**config.mk**
```make
export PLATFORM = sky130hd
export DESIGN_NAME = game_flow_ctrl_flat
export DESIGN_NICKNAME = d
export VERILOG_FILES = /design/src/rtl/game_flow_ctrl_pkg.sv /design/src/rtl/game_flow_ctrl_if.sv /design/src/rtl/game_flow_ctrl_frame_tick_gen.sv /design/src/rtl/game_flow_ctrl.sv /design/src/flat_wrapper.sv
export SDC_FILE = /design/constraint.sdc
export NUM_CORES = 1
export LEC_CHECK = 0
export ABC_CLOCK_PERIOD_IN_PS = 2500
export CAP_MARGIN = 20
export CORE_AREA = 2 2 63 65
export DETAILED_ROUTE_END_ITERATION = 8
export DIE_AREA = 0 0 65 67
export GPL_TIMING_DRIVEN = 0
export PLACE_DENSITY = 0.68
export SYNTH_ARGS = -nofsm -noshare
export SYNTH_HDL_FRONTEND = slang
export SYNTH_SLANG_ARGS = --single-unit
```
**constraint.sdc**
```tcl
create_clock -name clk -period 2.5 [get_ports clk]
set_input_delay 0.25 -clock clk [delete_from_list [all_inputs] [get_ports clk]]
set_output_delay 0.25 -clock clk [all_outputs]
set_load 0.01 [all_outputs]
```
**src/rtl/game_flow_ctrl_pkg.sv**
```systemverilog
`default_nettype none
// ============================================================================
// Module      : game_flow_ctrl_pkg
// Description : Shared definitions for the Arkanoid flow sequencer: state
//               encodings, screen-select flag constants, playfield geometry
//               and a state-to-screen decode helper.
// Revision    : 1.0 - initial release
// ============================================================================
package game_flow_ctrl_pkg;

    // Flow state encodings (3-bit)
    localparam logic [2:0] S_INIT = 3'd0;
    localparam logic [2:0] S_PLAY = 3'd1;
    localparam logic [2:0] S_LOST = 3'd2;
    localparam logic [2:0] S_OVER = 3'd3;
    localparam logic [2:0] S_WIN  = 3'd4;

    // Width of the VGA vertical line counter
    localparam int VCNT_W = 11;

    // Screen-select flags, ordered {init, dead, win}; at most one bit set
    localparam logic [2:0] c_SCREEN_NONE = 3'b000;
    localparam logic [2:0] c_SCREEN_INIT = 3'b100;
    localparam logic [2:0] c_SCREEN_DEAD = 3'b010;
    localparam logic [2:0] c_SCREEN_WIN  = 3'b001;

    // Playfield geometry shared with the renderer and ball/paddle logic
    localparam int TOP  = 8;
    localparam int LEFT = 8;
    localparam int MAXX = 640;
    localparam int MAXY = 480;

    // Decode a flow state into its one-hot (or empty) screen-select flags
    function automatic logic [2:0] screen_flags(input logic [2:0] state);
        case (state)
            S_INIT:  return c_SCREEN_INIT;
            S_OVER:  return c_SCREEN_DEAD;
            S_WIN:   return c_SCREEN_WIN;
            default: return c_SCREEN_NONE;
        endcase
    endfunction

endpackage
`default_nettype wire

```
**src/rtl/game_flow_ctrl_if.sv**
```systemverilog
`default_nettype none
// ============================================================================
// Module      : game_flow_ctrl_if
// Description : Bundle of the flow sequencer's game-side signals: VGA line
//               counter, button and datapath events in; screen flags, play
//               enable, lives and frame tick out.
// Revision    : 1.0 - initial release
// ============================================================================
interface game_flow_ctrl_if;
    import game_flow_ctrl_pkg::*;

    logic [VCNT_W-1:0] vcounter;
    logic              btn_start;
    logic              ball_lost;
    logic              bricks_cleared;
    logic              init;
    logic              dead;
    logic              win;
    logic              play_en;
    logic [2:0]        lives;
    logic              frame_tick;

    // Side that supplies timing/events and consumes the flow outputs
    modport master (
        output vcounter, btn_start, ball_lost, bricks_cleared,
        input  init, dead, win, play_en, lives, frame_tick
    );

    // The flow sequencer itself
    modport slave (
        input  vcounter, btn_start, ball_lost, bricks_cleared,
        output init, dead, win, play_en, lives, frame_tick
    );

endinterface
`default_nettype wire

```
**src/rtl/game_flow_ctrl_frame_tick_gen.sv**
```systemverilog
`default_nettype none
// ============================================================================
// Module      : game_flow_ctrl_frame_tick_gen
// Description : Detects the VGA vertical counter wrapping to zero and emits a
//               registered one-cycle frame_tick. Reusable by any logic that
//               paces itself in frames.
// Revision    : 1.0 - initial release
// ============================================================================
module game_flow_ctrl_frame_tick_gen #(
    parameter int VCNT_W = 11
) (
    input  wire logic              clk,
    input  wire logic              rst_n,
    input  wire logic [VCNT_W-1:0] vcounter,
    output logic                   frame_tick
);

    logic [VCNT_W-1:0] r_vcounter_q;
    logic              r_frame_tick;
    logic              w_wrap;

    // A frame starts when the counter sits at 0 but did not last cycle, so a
    // counter parked at 0 yields only one pulse.
    assign w_wrap = (vcounter == '0) && (r_vcounter_q != '0);

    // Remember the previous line count and register the wrap pulse
    always_ff @(posedge clk or negedge rst_n) begin
        if (!rst_n) begin
            r_vcounter_q <= '0;
            r_frame_tick <= 1'b0;
        end else begin
            r_vcounter_q <= vcounter;
            r_frame_tick <= w_wrap;
        end
    end

    assign frame_tick = r_frame_tick;

endmodule
`default_nettype wire

```
**src/rtl/game_flow_ctrl.sv**
```systemverilog
`default_nettype none
// ============================================================================
// Module      : game_flow_ctrl
// Description : Arkanoid screen/flow sequencer. Selects title, game-over and
//               win screens, enables ball/paddle motion, tracks lives and
//               times the respawn pause and game-over hold in frames.
// Config      : define WIN_SCREEN_EN to build the win screen; otherwise
//               bricks_cleared is ignored and win is tied low.
// Revision    : 1.0 - initial release
// ============================================================================
module game_flow_ctrl
    import game_flow_ctrl_pkg::*;
#(
    parameter int LIVES          = 3,
    parameter int RESPAWN_FRAMES = 60,
    parameter int OVER_FRAMES    = 180,
    parameter int CNT_W          = 8
) (
    input wire logic        clk,
    input wire logic        rst_n,
    game_flow_ctrl_if.slave bus
);

    localparam logic [2:0]       c_LIVES   = 3'(LIVES);
    localparam logic [CNT_W-1:0] c_RESPAWN = CNT_W'(RESPAWN_FRAMES);
    localparam logic [CNT_W-1:0] c_OVER    = CNT_W'(OVER_FRAMES);
    localparam logic [CNT_W-1:0] c_ONE     = CNT_W'(1);

    logic [2:0]       r_state;
    logic [2:0]       w_state_nxt;
    logic [2:0]       r_lives;
    logic [2:0]       w_lives_nxt;
    logic [CNT_W-1:0] r_countdown;
    logic [CNT_W-1:0] w_countdown_nxt;
    logic [CNT_W-1:0] w_countdown_dec;
    logic             r_btn_q;
    logic             w_start_rise;
    logic [2:0]       r_screen;
    logic             r_play_en;
    logic             w_frame_tick;

    game_flow_ctrl_frame_tick_gen #(
        .VCNT_W (VCNT_W)
    ) u_frame_tick_gen (
        .clk        (clk),
        .rst_n      (rst_n),
        .vcounter   (bus.vcounter),
        .frame_tick (w_frame_tick)
    );

    // A held button counts once: only the 0->1 transition is an event
    assign w_start_rise = bus.btn_start & ~r_btn_q;

    // The frame countdown saturates at zero rather than wrapping
    assign w_countdown_dec = (r_countdown != '0) ? (r_countdown - c_ONE) : '0;

    // Next-state, lives and countdown decode
    always_comb begin
        w_state_nxt     = r_state;
        w_lives_nxt     = r_lives;
        w_countdown_nxt = r_countdown;
        case (r_state)
            S_INIT: begin
                if (w_start_rise) begin
                    w_state_nxt = S_PLAY;
                    w_lives_nxt = c_LIVES;
                end
            end
            S_PLAY: begin
                // A lost ball outranks a cleared wall in the same cycle
                if (bus.ball_lost) begin
                    if (r_lives > 3'd1) begin
                        w_lives_nxt     = r_lives - 3'd1;
                        w_countdown_nxt = c_RESPAWN;
                        w_state_nxt     = S_LOST;
                    end else begin
                        w_lives_nxt     = 3'd0;
                        w_countdown_nxt = c_OVER;
                        w_state_nxt     = S_OVER;
                    end
                end
`ifdef WIN_SCREEN_EN
                else if (bus.bricks_cleared) begin
                    w_state_nxt = S_WIN;
                end
`endif
            end
            S_LOST: begin
                // Resume as the last pause frame is consumed
                if (r_countdown == '0) begin
                    w_state_nxt = S_PLAY;
                end else if (w_frame_tick) begin
                    w_countdown_nxt = w_countdown_dec;
                    if (r_countdown == c_ONE) begin
                        w_state_nxt = S_PLAY;
                    end
                end
            end
            S_OVER: begin
                // Start is only honoured once the hold has fully elapsed
                if (w_start_rise && (r_countdown == '0)) begin
                    w_state_nxt = S_INIT;
                end else if (w_frame_tick) begin
                    w_countdown_nxt = w_countdown_dec;
                end
            end
`ifdef WIN_SCREEN_EN
            S_WIN: begin
                if (w_start_rise) begin
                    w_state_nxt = S_INIT;
                end
            end
`endif
            default: begin
                w_state_nxt = S_INIT;
            end
        endcase
    end

    // State, counters and outputs; outputs decode the upcoming state so they
    // change on the same edge as the state register.
    always_ff @(posedge clk or negedge rst_n) begin
        if (!rst_n) begin
            r_state     <= S_INIT;
            r_lives     <= c_LIVES;
            r_countdown <= '0;
            r_btn_q     <= 1'b0;
            r_screen    <= c_SCREEN_INIT;
            r_play_en   <= 1'b0;
        end else begin
            r_state     <= w_state_nxt;
            r_lives     <= w_lives_nxt;
            r_countdown <= w_countdown_nxt;
            r_btn_q     <= bus.btn_start;
            r_screen    <= screen_flags(w_state_nxt);
            r_play_en   <= (w_state_nxt == S_PLAY);
        end
    end

    assign bus.init       = r_screen[2];
    assign bus.dead       = r_screen[1];
    assign bus.play_en    = r_play_en;
    assign bus.lives      = r_lives;
    assign bus.frame_tick = w_frame_tick;

`ifdef WIN_SCREEN_EN
    assign bus.win = r_screen[0];
`else
    // Without the win screen, bricks_cleared and the win flag bit go nowhere
    logic [1:0] w_unused_win;
    assign w_unused_win = {bus.bricks_cleared, r_screen[0]};
    assign bus.win      = 1'b0;
`endif

endmodule
`default_nettype wire

```
**src/flat_wrapper.sv**
```systemverilog
// flat-port wrapper written by rule: the top's interface ports become plain ports
module game_flow_ctrl_flat import game_flow_ctrl_pkg::*;
#(
    parameter int LIVES          = 3,
    parameter int RESPAWN_FRAMES = 60,
    parameter int OVER_FRAMES    = 180,
    parameter int CNT_W          = 8
)
  (clk, rst_n, bus_vcounter, bus_btn_start, bus_ball_lost, bus_bricks_cleared, bus_init, bus_dead, bus_win, bus_play_en, bus_lives, bus_frame_tick);
  game_flow_ctrl_if bus_i ();
  input wire logic clk;
  input wire logic rst_n;
  input wire logic [$bits(bus_i.vcounter)-1:0] bus_vcounter;
  input wire logic [$bits(bus_i.btn_start)-1:0] bus_btn_start;
  input wire logic [$bits(bus_i.ball_lost)-1:0] bus_ball_lost;
  input wire logic [$bits(bus_i.bricks_cleared)-1:0] bus_bricks_cleared;
  output wire logic [$bits(bus_i.init)-1:0] bus_init;
  output wire logic [$bits(bus_i.dead)-1:0] bus_dead;
  output wire logic [$bits(bus_i.win)-1:0] bus_win;
  output wire logic [$bits(bus_i.play_en)-1:0] bus_play_en;
  output wire logic [$bits(bus_i.lives)-1:0] bus_lives;
  output wire logic [$bits(bus_i.frame_tick)-1:0] bus_frame_tick;
  assign bus_i.vcounter = bus_vcounter;
  assign bus_i.btn_start = bus_btn_start;
  assign bus_i.ball_lost = bus_ball_lost;
  assign bus_i.bricks_cleared = bus_bricks_cleared;
  assign bus_init = bus_i.init;
  assign bus_dead = bus_i.dead;
  assign bus_win = bus_i.win;
  assign bus_play_en = bus_i.play_en;
  assign bus_lives = bus_i.lives;
  assign bus_frame_tick = bus_i.frame_tick;
  game_flow_ctrl #(.LIVES(LIVES), .RESPAWN_FRAMES(RESPAWN_FRAMES), .OVER_FRAMES(OVER_FRAMES), .CNT_W(CNT_W)) u_core (.clk(clk), .rst_n(rst_n), .bus(bus_i));
endmodule
```
# After elaboration in Yosys (flattened, before gate mapping)
# Index checks and enable logic that the tools add are counted.
[word_totals]
regBits = 31
latchBits = 0
ram_bits = 0
romBits = 0
input_bits = 16
out_inout_bits = 8
wordCells = 56
n_memories = 0
[op_classes]
n_addsub = 2
multipliers = 0
n_div = 0
magnitude_cmp = 1
n_eq_ne = 11
shift = 0
mux = 20
bitwise_logic = 2
n_reduce_logical = 12
[op_table]
columns = ["operator", "count"]
rows = [
  ["two-way mux 8 bit", 6],
  ["two-way mux 3 bit", 9],
  ["one-hot mux 8 bit (3 select lines)", 1],
  ["one-hot mux 3 bit (4 select lines)", 1],
  ["logical NOT 11 bit", 1],
  ["nonzero test 11 bit", 1],
  ["equality test 3 x 2 -> 1 bit (second input constant)", 3],
  ["one-hot mux 3 bit (3 select lines)", 1],
  ["equality test 8 x 1 -> 1 bit (second input constant)", 1],
  ["logical NOT 8 bit", 1],
  ["nonzero test 8 bit", 1],
  ["subtractor 8 x 1 -> 8 bit (second input constant)", 1],
  ["equality test 3 x 1 -> 1 bit (second input constant)", 2],
  ["logical NOT 3 bit", 2],
  ["!= test 2 bit (second input constant)", 3],
  ["one-hot mux 3 bit (2 select lines)", 1],
  ["AND reduction 4 bit", 1],
  ["equality test 3 bit (second input constant)", 1],
  ["greater-than comparator 3 x 1 -> 1 bit (second input constant)", 1],
  ["AND reduction 3 bit", 1],
  ["nonzero test 3 bit", 1],
  ["subtractor 3 x 1 -> 3 bit (second input constant)", 1],
  ["logical AND 1 bit", 2],
  ["!= test 2 x 1 -> 1 bit (second input constant)", 1],
  ["other kinds (4)", 4],
]

# Longest topological paths before layout
[depth]
word_depth = 7
mapped_depth = 6
ltp_nobuf = 6

# By module
# Synthesis repeated with hierarchy kept, for this count alone.
[unflattened]
hier_cells = 129
hier_area_um2 = 1380.1
[by_module_without_submodules]
columns = ["module", "instances", "cells_each", "area_each_um2", "seq_area_each_um2"]
rows = [
  ["game_flow_ctrl", 1, 109, 1021.0, 454.2],
  ["game_flow_ctrl_frame_tick_gen", 1, 20, 359.1, 300.3],
]

# Worst setup path after synthesis
# Ideal clock, no wire load.
[synth_timing]
path_type = "register -> register"
startpoint = "reg u_core.r_countdown[0]"
endpoint = "reg u_core.r_countdown[7]"
setup_time_ps = 135
t_arrival_ps = 1770
t_required_ps = 2365
path_slack_ps = 596
path_stages_with_launch = 7
n_path_buf = 0
period_less_slack_ps = 1904
cell_sequence = "dfrtp_1 -> inv_1 -> ha_1 -> or4b_4 -> a2111oi_4 -> or2_1 -> o22ai_1"
[synth_between]
elab_chain_len = 5
elab_cells_between_ends = 12
classes_between = "add/sub: 1; eq/ne: 2; mux: 5; reduce/logical: 4"
[synth_rtl]
columns = ["item", "line", "rtl"]
rows = [
  ["start, declared", "game_flow_ctrl.sv:33", "logic [CNT_W-1:0] r_countdown;"],
  ["start signal, assigned", "game_flow_ctrl.sv:133", "r_countdown <= w_countdown_nxt;"],
  ["subtractor 8 x 1 -> 8 bit / nonzero test 8 bit (equally long branches)", "game_flow_ctrl.sv:55", "assign w_countdown_dec = (r_countdown != '0) ? (r_countdown - c_ONE) : '0;"],
  ["two-way mux 8 bit", "game_flow_ctrl.sv:55", ""],
  ["two-way mux 8 bit", "game_flow_ctrl.sv:92, game_flow_ctrl.sv:103", ""],
  ["two-way mux 8 bit (on tied branches)", "game_flow_ctrl.sv:101, game_flow_ctrl.sv:90", ""],
  ["one-hot mux 8 bit (3 select lines)", "game_flow_ctrl.sv:62", "case (r_state)"],
]
# Parallel ways exist; a longest one is shown, timed or not. The select of a mux whose other input is x is not followed.
# A chain may end at the register's enable or synchronous reset.

# Worst setup path after layout
# Ends and elaborated chain as after synthesis.

==> results.txt <==
mean number of vias per cell: 5.29
cell area after layout: 1810 um^2
number of buffers added to fix hold violations after cts: 0
Worst slew margin: 0.599
remaining antenna violation count: 0
total power density per cell area: 782 nW/um^2
category of the critical setup timing path: flip-flop to flip-flop
Std-Cell Core Area: 3610 um^2
Setup crit start kind: flip-flop
share of layout cells above drive strength 1: 0.139
initial drt markers: 30
starting utilization of the core area: 0.388
Internal Dissipation: 1.01 mW
register bit total from synthesis: 30
height of the die: 67 um
ranking of synthesized cells by area: sky130_fd_sc_hd__dfrtp_1 (48%), sky130_fd_sc_hd__dfstp_2 (5.6%), sky130_fd_sc_hd__o21ai_0 (5.0%)
Layout fillers: 318
final cell utilization of the core: 0.502
Register Area: 754 um^2
detailed-route wire length: 2.82 mm
H-tree depth: 2
reported net switching power: 0.409 mW
cell type with the highest aggregate area in the netlist: sky130_fd_sc_hd__dfrtp_1
Die Footprint: 4360 um^2
diodes inserted: 0
Layout Skew: 0.00508 ns
pre-CTS WS: 0.361 ns
number of placement rows: 22
leading cell types in the layout, fill and taps excluded: sky130_fd_sc_hd__dfrtp_1 (27), sky130_fd_sc_hd__clkdlybuf4s50_1 (21), sky130_fd_sc_hd__o21ai_0 (14)
hpwl dp: 2.16 mm
Setup-failing EPs final: 0
routability cong.: 0.820
pin slew with the least headroom to its limit: 0.600 ns
unrepaired setup endpoints after global routing: false
max frequency: 458 MHz
post-synth cell types: 42
final net count: 177
DIE WIDTH: 65 um
overall overflow remaining after global route: 0
Layout Area Growth over Synthesis: 29.5%
Synthesis Warnings: 0
clock latency on the worst-skew pair: 0.28 ns
Post-CTS Setup Bufs: 0
worst path required time: 2.64 ns
Max IR drop VDD: 0.344 mV
quantity of gates resized following cts: 0
syn avg cell area: 11.0 um^2
Setup crit end kind: flip-flop
Hold Fails Final Rpt: 0
Final Power: 1.42 mW
proportion of power drawn by flip-flops and latches: 0.445
deepest clock path buffer count: 2
post-route setup TNS: 0 ns
GRT Overall Usage: 0.150
Yosys top cell area share: 0.483
Initial DRT Pass Iterations: 4
wire length of the first global-routing pass: 4.79 mm
share of power burned in combinational logic: 0.235
sequential-to-total area share from yosys stat: 0.540
fraction of the cycle the final worst path needs: 0.873
max-slew violations: 0
crit path setup slack, layout: 0.318 ns
critical-path maximum fanout: 6
leading cell type in the layout, fill and taps excluded: sky130_fd_sc_hd__dfrtp_1
number of max-capacitance violations reported: 0
routed wirelength normalized by instance count: 13.7 um
instance count of the mapped netlist: 127
largest net degree at the start of global routing: 21
CTS tree: done
class of the tightest hold or removal check: primary input to async pin
Residual DRC: 0
Clock transition at path regs: 0.06 ns
DR vias: 1090
count of pins on the block boundary: 24
area of the mapped netlist: 1400 um^2
number of port buffers: 21
status: finished clean
clock share of power: 0.319
arrival time at the worst endpoint: 2.32 ns
minimum period implied by the final worst setup slack: 2.18 ns
area of the multi-input gates: 608 um^2
switching share of total power: 0.289
number of antenna violations at the first check in global routing: 0
number of global-route vias before repair: 1117
Clock Root Buffer: sky130_fd_sc_hd__clkbuf_8
static leakage: 0.745 nW
TritonCTS buffer count: 5
number of sinks driven by the clock tree: 30
Placement Cell Area: 1700 um^2
[sequential cells by signal, indices dropped and copies added, names as in the netlist]
name,cells
u_core.u_frame_tick_gen.frame_tick,1
u_core.r_screen,2
u_core.bus.lives,3
u_core.r_state,3
u_core.r_btn_q,1
u_core.u_frame_tick_gen.r_vcounter_q,11
u_core.r_countdown,8
u_core.bus.play_en,1
[Yosys cell counts (all sizes together)]
library cell  instances
conb                  1
a21o                  1
a21oi                 5
o21bai                2
o31a                  1
o22ai                 1
nor4                  5
dfstp                 3
nor2b                 2
and2                  1
o31ai                 3
nand2                 5
nand4                 1
o22a                  1
nor3b                 1
a2111oi               1
o21a                  4
nand3                 4
and4bb                1
dfrtp                27
o2bb2ai               1
o41ai                 1
a21boi                1
ha                    4
inv                   6
clkbuf                1
a31oi                 1
or3b                  1
or3                   4
buf                   2
a2bb2oi               2
nor2                  6
nor3                  5
nand2b                3
o211a                 1
or2                   1
o21ai                14
o311ai                1
or4                   1
or4b                  1
[path summary, 6_finish.rpt]
path	slack (ns)	end	from	cells after the start
hold reg to reg	0.52	u_core.u_frame_tick_gen.frame_tick	u_core.u_frame_tick_gen.r_vcounter_q[5]	2
setup / recovery	0.32	u_core.r_countdown[7]	u_core.r_countdown[0]	6
min in group clk	0.44	u_core.u_frame_tick_gen.r_vcounter_q[10]	bus_vcounter[10]	1
max in group asynchronous	1.56	u_core.bus.lives[1]	rst_n	2
hold / removal	0.35	u_core.r_state[1]	rst_n	1
setup reg to reg	0.32	u_core.r_countdown[7]	u_core.r_countdown[0]	6
[power by group through the flow]
stage | Sequential [mW] | Combinational (mW) | Clock [mW]
5_1_grt | 0.642 | 0.371 | 0.488
6_report | 0.630 | 0.333 | 0.452
4_1_cts | 0.630 | 0.337 | 0.464
3_5_place_dp | 0.638 | 0.336 | 0
3_3_place_gp | 0.633 | 0.316 | 0
2_1_floorplan | 0.631 | 0.208 | 0
[through the flow]
stage / cells / hold slack [ns]
CTS: 206 / 0.362
detailed placement: 198 / 0.512
finish: 206 / 0.349
global placement: 197 / 0.500
global route: 206 / 0.398
floorplan: 128 / -0.0456
[critical path: stages, from the launching register on]
cell                        delay [ns]
sky130_fd_sc_hd__dfrtp_1          0.43
sky130_fd_sc_hd__inv_1            0.11
sky130_fd_sc_hd__ha_1             0.24
sky130_fd_sc_hd__or4b_4           0.55
sky130_fd_sc_hd__a2111oi_4        0.41
sky130_fd_sc_hd__or2_1            0.20
sky130_fd_sc_hd__o22ai_1          0.11
[metal layers]
metal  global-route usage  up-vias  part of all wire
li1                     -      530                 -
met1                0.169      525              0.43
met2                0.262       29              0.51
met3               0.0557        6             0.047
met4               0.0479        0            0.0096
met5                    0        -                 0
[kinds of logic (layout without fill, tap and decap cells)]
kind of cell	count (synthesis)	count (layout)	synth area share
DFF	30	30	0.540
other	1	2	0.00268
adders and majority gates	4	4	0.0358
AOI/OAI and AO/OA	41	41	0.213
buffers and inverters	9	39	0.0277
and+or+nand+nor	42	42	0.181
[area by class of cell]
type	count	area share
Clock buffer	8	0.0609
Tap cell	48	0.0332
Timing Repair Buffer	22	0.131
Multi-Input combinational cell	89	0.336
Buffer	3	0.00899
Sequential cell	30	0.417
Inverter	6	0.0124
No activity file was read; power rests on OpenSTA's default activity.
